==> src/rtl/qed_writeback_checker_pkg.sv <==
// Shared QED writeback-checker types: error codes, queue entry layout and
// register-class constants used by the checker and its pending-original queue.
package qed_writeback_checker_pkg;

  localparam int         QED_DUP_BIT  = 4;
  localparam logic [3:0] ORIG_RD_MASK = 4'hF;
  // Entry data field is sized for the widest supported XLEN; narrower
  // writebacks are zero-extended so compares stay exact.
  localparam int         QED_DATA_W   = 64;

  typedef enum logic [1:0] {
    QED_ERR_NONE     = 2'd0,
    QED_ERR_MISMATCH = 2'd1,
    QED_ERR_OVERFLOW = 2'd2,
    QED_ERR_ORPHAN   = 2'd3
  } qed_err_e;

  typedef struct packed {
    logic [3:0]            rd;
    logic [QED_DATA_W-1:0] data;
  } qed_entry_t;

  function automatic qed_entry_t qed_mk_entry(input logic [4:0] rd,
                                              input logic [QED_DATA_W-1:0] data);
    qed_entry_t e;
    e.rd   = rd[3:0] & ORIG_RD_MASK;
    e.data = data;
    return e;
  endfunction

endpackage

==> src/rtl/qed_writeback_checker_pending_fifo.sv <==
// Circular buffer of pending original writebacks; accepts up to two pushes
// and two pops per cycle and exposes the two oldest entries.
module qed_pending_fifo
  import qed_writeback_checker_pkg::*;
#(
  parameter int DEPTH = 8,
  localparam int PW = $clog2(DEPTH),
  localparam int CW = PW + 1
) (
  input  logic          clk,
  input  logic          rst_n,
  input  logic          clear,
  input  logic [1:0]    push_n,
  input  qed_entry_t    push0,
  input  qed_entry_t    push1,
  input  logic [1:0]    pop_n,
  output qed_entry_t    head,
  output qed_entry_t    head1,
  output logic [CW-1:0] count,
  output logic [CW-1:0] free
);

  qed_entry_t      mem [DEPTH];
  logic [PW-1:0]   rptr, wptr;

  assign head  = mem[rptr];
  assign head1 = mem[rptr + PW'(1)];
  assign free  = CW'(DEPTH) - count;

  always_ff @(posedge clk) begin
    if (!rst_n || clear) begin
      rptr  <= '0;
      wptr  <= '0;
      count <= '0;
    end else begin
      // Power-of-two depth: pointer truncation is the modulo wrap.
      wptr  <= wptr + PW'(push_n);
      rptr  <= rptr + PW'(pop_n);
      count <= count + CW'(push_n) - CW'(pop_n);
    end
  end

  always_ff @(posedge clk) begin
    if (rst_n && !clear) begin
      if (push_n != 2'd0) mem[wptr] <= push0;
      if (push_n == 2'd2) mem[wptr + PW'(1)] <= push1;
    end
  end

endmodule

==> config.mk <==
export PLATFORM = sky130hd
export DESIGN_NAME = qed_pending_fifo
export DESIGN_NICKNAME = d
export VERILOG_FILES = /design/src/rtl/qed_writeback_checker_pkg.sv /design/src/rtl/qed_writeback_checker_pending_fifo.sv
export SDC_FILE = /design/constraint.sdc
export NUM_CORES = 1
export LEC_CHECK = 0
export CAP_MARGIN = 20
export CORE_MARGIN = 1
export CORE_UTILIZATION = 25
export DETAILED_ROUTE_END_ITERATION = 10
export DONT_BUFFER_PORTS = 1
export PLACE_DENSITY = 0.43
export SLEW_MARGIN = 10
export SYNTH_ARGS = -nofsm -noshare
export SYNTH_HDL_FRONTEND = slang
export SYNTH_SLANG_ARGS = --single-unit
==> constraint.sdc <==
create_clock -name clk -period 11.4 [get_ports clk]
set_clock_uncertainty 0.1 [all_clocks]
set_input_delay 2.85 -clock clk [delete_from_list [all_inputs] [get_ports clk]]
set_output_delay 2.85 -clock clk [all_outputs]
set_load 0.02 [all_outputs]
==> run_results.csv <==
group,metric,value,unit
status,run_status,"complete, no violations",
placed_design,dpl.cell_count,3276,
clocking,tritoncts,"built",
layout,fillers,12340,
clocking,clock-root-buffer,"clkbuf_16",
layout,post-route-util,28.55,%
sta,finalCritPeriodShare,63.63,%
worst_setup_path,worst_setup_path_start_kind,"register",
routing,vias,17250,
layout,layout-area-overhead-vs-synth,13.40,%
power,fin_total_pwr,5098,uW
worst_setup_path,worstPathCellList,"ha_4 -> buf_4 -> mux4_2 -> mux2_2",
power,vdd_drop_max,0.00008514,V
worst_setup_path,timing.setup.critical_path_class,"reg -> out",
synth,post_synth_num_cell_types,36,
die,rows,130,
routing,drt_drc_violations_left,0,
routing,dr.first_iter.drc_count,1134,
power,leakagePower,0.01092,uW
sta,max_slew.worst_pin.slew,1085,ps
synth,synthesis.yosys.warnings,0,
worst_setup_path,worst_ep_required_time,8450,ps
worst_setup_path,crit_slowest_cell,"dfxtp_4",
flow_run,cap_violations,0,
synth,mean_instance_size_in_the_synthesized_netlist,18.44,um2
synth,ys_ff_latch,554,
sta,timing.final.max_slew_violations,0,
die,fp.coreArea,125600,um2
die,initial_utilization,25.17,%
synth,mapped_area,31610,um2
die,floorplan.die.width,357.6,um
clocking,htree_levels,3,
worst_setup_path,timing.rr.start,"wptr[0]$_SDFF_PP0_",
sta,min_period,7254,ps
routing,routed_wire_length_per_instance,30.58,um
global_routing,grt.overflow.total,0,
layout,share_of_final_layout_standard_cells_stronger_than_drive_strength_1,63.83,%
sta,timing.fmax,137.8,MHz
clocking,cts.path.max_buffers,3,
die,die_height,357.6,um
sta,report.final.hold_viol_count,0,
synth,ys_seq_area_share,52.31,%
power,power.density_cell_area,142.2,nW/um2
die,io-pin-count,287,
synth,netlist_instances,1714,
worst_setup_path,worst_setup_startpoint,"rptr[0]$_SDFF_PP0_",
die,die_footprint,127900,um2
routing,drt-vias-per-instance,5.052,
layout,nets,1859,
global_routing,grt_antenna_before_repair,0,
sta,fin_setup_tns,0,ps
worst_setup_path,cp_max_fo,55,
clocking,post_cts_resize_count,0,
clocking,postCtsHoldBufs,0,
worst_setup_path,cp.arrival,4300,ps
clocking,cts_buffers,75,
worst_setup_path,max_stage_delay,990,ps
synth,async_reset_ff_share,0,%
sta,remaining_max_slew_budget_at_the_tightest_pin,27.69,%
synth,synth_enable_flop_cells,544,
global_routing,first_global_vias,18620,
layout,finalNonFillerCells,3414,
placed_design,gp_routability_congestion,0.7045,
placed_design,hpwlAfterDp,60330,um
synth,yosys.area.top_type_share,51.68,%
synth,synth_area_leaders,"edfxtp_1, mux2_2, mux4_2",
clocking,cts_num_sinks,554,
clocking,worstSkewPairLatency,630,ps
global_routing,grt_max_degree,56,
sta,setup_viol_count_final,0,
sta,rsz0062_at_grt,"no",
clocking,path_clk_slew,50,ps
synth,dominantRegCellSynth,"edfxtp_1",
placed_design,placement.io_buffers,0,
hold_path,hold_class,"reg -> reg",
clocking,postCtsSetupRepairBufs,0,
routing,wl,104400,um
synth,yosysTopAreaCell,"edfxtp_1",
global_routing,grt_first_pass_wirelength,145700,um
routing,first_pass_iters,5,
synth,syn-num-nets,1870,
worst_setup_path,critPathCaptureType,"output pin",
hold_path,holdCritStartpoint,"wptr[2]$_SDFF_PP0_",
global_routing,track_usage,16.19,%
routing,ant_nets,0,
-- cell families after synthesis --
group / after synthesis / synth area share [%]
fa+ha+maj: 13 / 0.6096
xor+xnor: 9 / 0.2969
simple gates: 29 / 0.7403
mux: 952 / 43.60
compound gates: 12 / 0.2335
buf+inv: 145 / 2.205
flops: 554 / 52.31
-- power by group --
group          switching (uW)  leakage [uW]  internal (uW)
clock network             928       0.00112           1300
registers                28.9       0.00500           2270
logic                     298       0.00481            267
-- placed cells by master, fill, tap and decap left out, types with 2 or more instances in the layout --
cell type / n
and2_1: 5
buf_16: 2
buf_4: 46
bufinv_16: 4
clkbuf_1: 21
clkbuf_16: 75
clkinv_1: 12
clkinv_2: 14
dfxtp_1: 7
dfxtp_4: 3
diode_2: 3
edfxtp_1: 544
fa_1: 4
ha_1: 8
inv_1: 9
inv_6: 7
mux2_2: 680
mux4_2: 272
nand2_1: 2
nand2b_1: 3
nand4b_1: 2
nand4b_4: 2
nor2_1: 5
nor4b_4: 2
o21ai_4: 6
o21bai_4: 2
xnor2_1: 3
xor2_1: 3
-- worst paths after layout --
| check | cells past startpoint | to | slack [ps] |
|---|---|---|---|
| min | 2 | wptr[2]$_SDFF_PP0_ | 620 |
| min reg2reg | 2 | wptr[2]$_SDFF_PP0_ | 620 |
| max | 4 | head1[57] | 4150 |
| max reg2reg | 6 | mem[7][18]$_DFFE_PP_ | 7060 |
-- area by class of cell --
cell class,count,area (um2),share of cell area (%)
well taps,1650,2064,5.759
clock inverters,39,312.8,0.8726
inverters,9,33.78,0.09424
repair buffers,48,400.4,1.117
flip-flops and latches,554,16550,46.16
diodes,3,7.507,0.02094
clock buffers,96,1956,5.456
multi-input cells,1015,14530,40.52
-- state kept, by name, indices dropped and copies added (netlist names) --
register and cells:
count 4, wptr 3, rptr 3, mem 544
-- Yosys cell counts, drive strengths merged, types with 2 or more instances --
cell type and instances:
and2 5, buf 107, clkbuf 29, dfxtp 10, edfxtp 544, fa 4
ha 9, inv 9, mux2 680, mux4 272, nand2 2, nand2b 3
nand4 2, nand4b 4, nor2 5, nor4b 2, o21ai 7, o21bai 2
xnor2 4, xor2 5
-- critical path, delay by kind of cell (launching register included) --
family,cells,cell delay (ps)
adder cells (fa/ha/maj),1,880
buffers and inverters,1,810
flip-flops,1,990
multiplexers,2,770
-- layer usage --
metal  track usage [%]  wire length [um]  share of wire (%)
met3             4.987              7190                6.9
met1             20.61             44830                 43
met4             3.949              2158                2.1
met2             26.72             50220                 48
met5                 0                 0                  0
-- through the flow --
| step | cell area, um2 | hold slack [ps] | setup WS [ps] |
|---|---|---|---|
| finish | 35850 | 617.1 | 4146 |
| global route | 35840 | 658.6 | 3887 |
| CTS | 35840 | 606.7 | 4006 |
| detailed placement | 33570 | 594.3 | 4720 |
| global placement | 33520 | 569.0 | 4760 |
| floorplan | 31610 | 465.3 | 2466 |
Power figures use the tool's default switching activity.
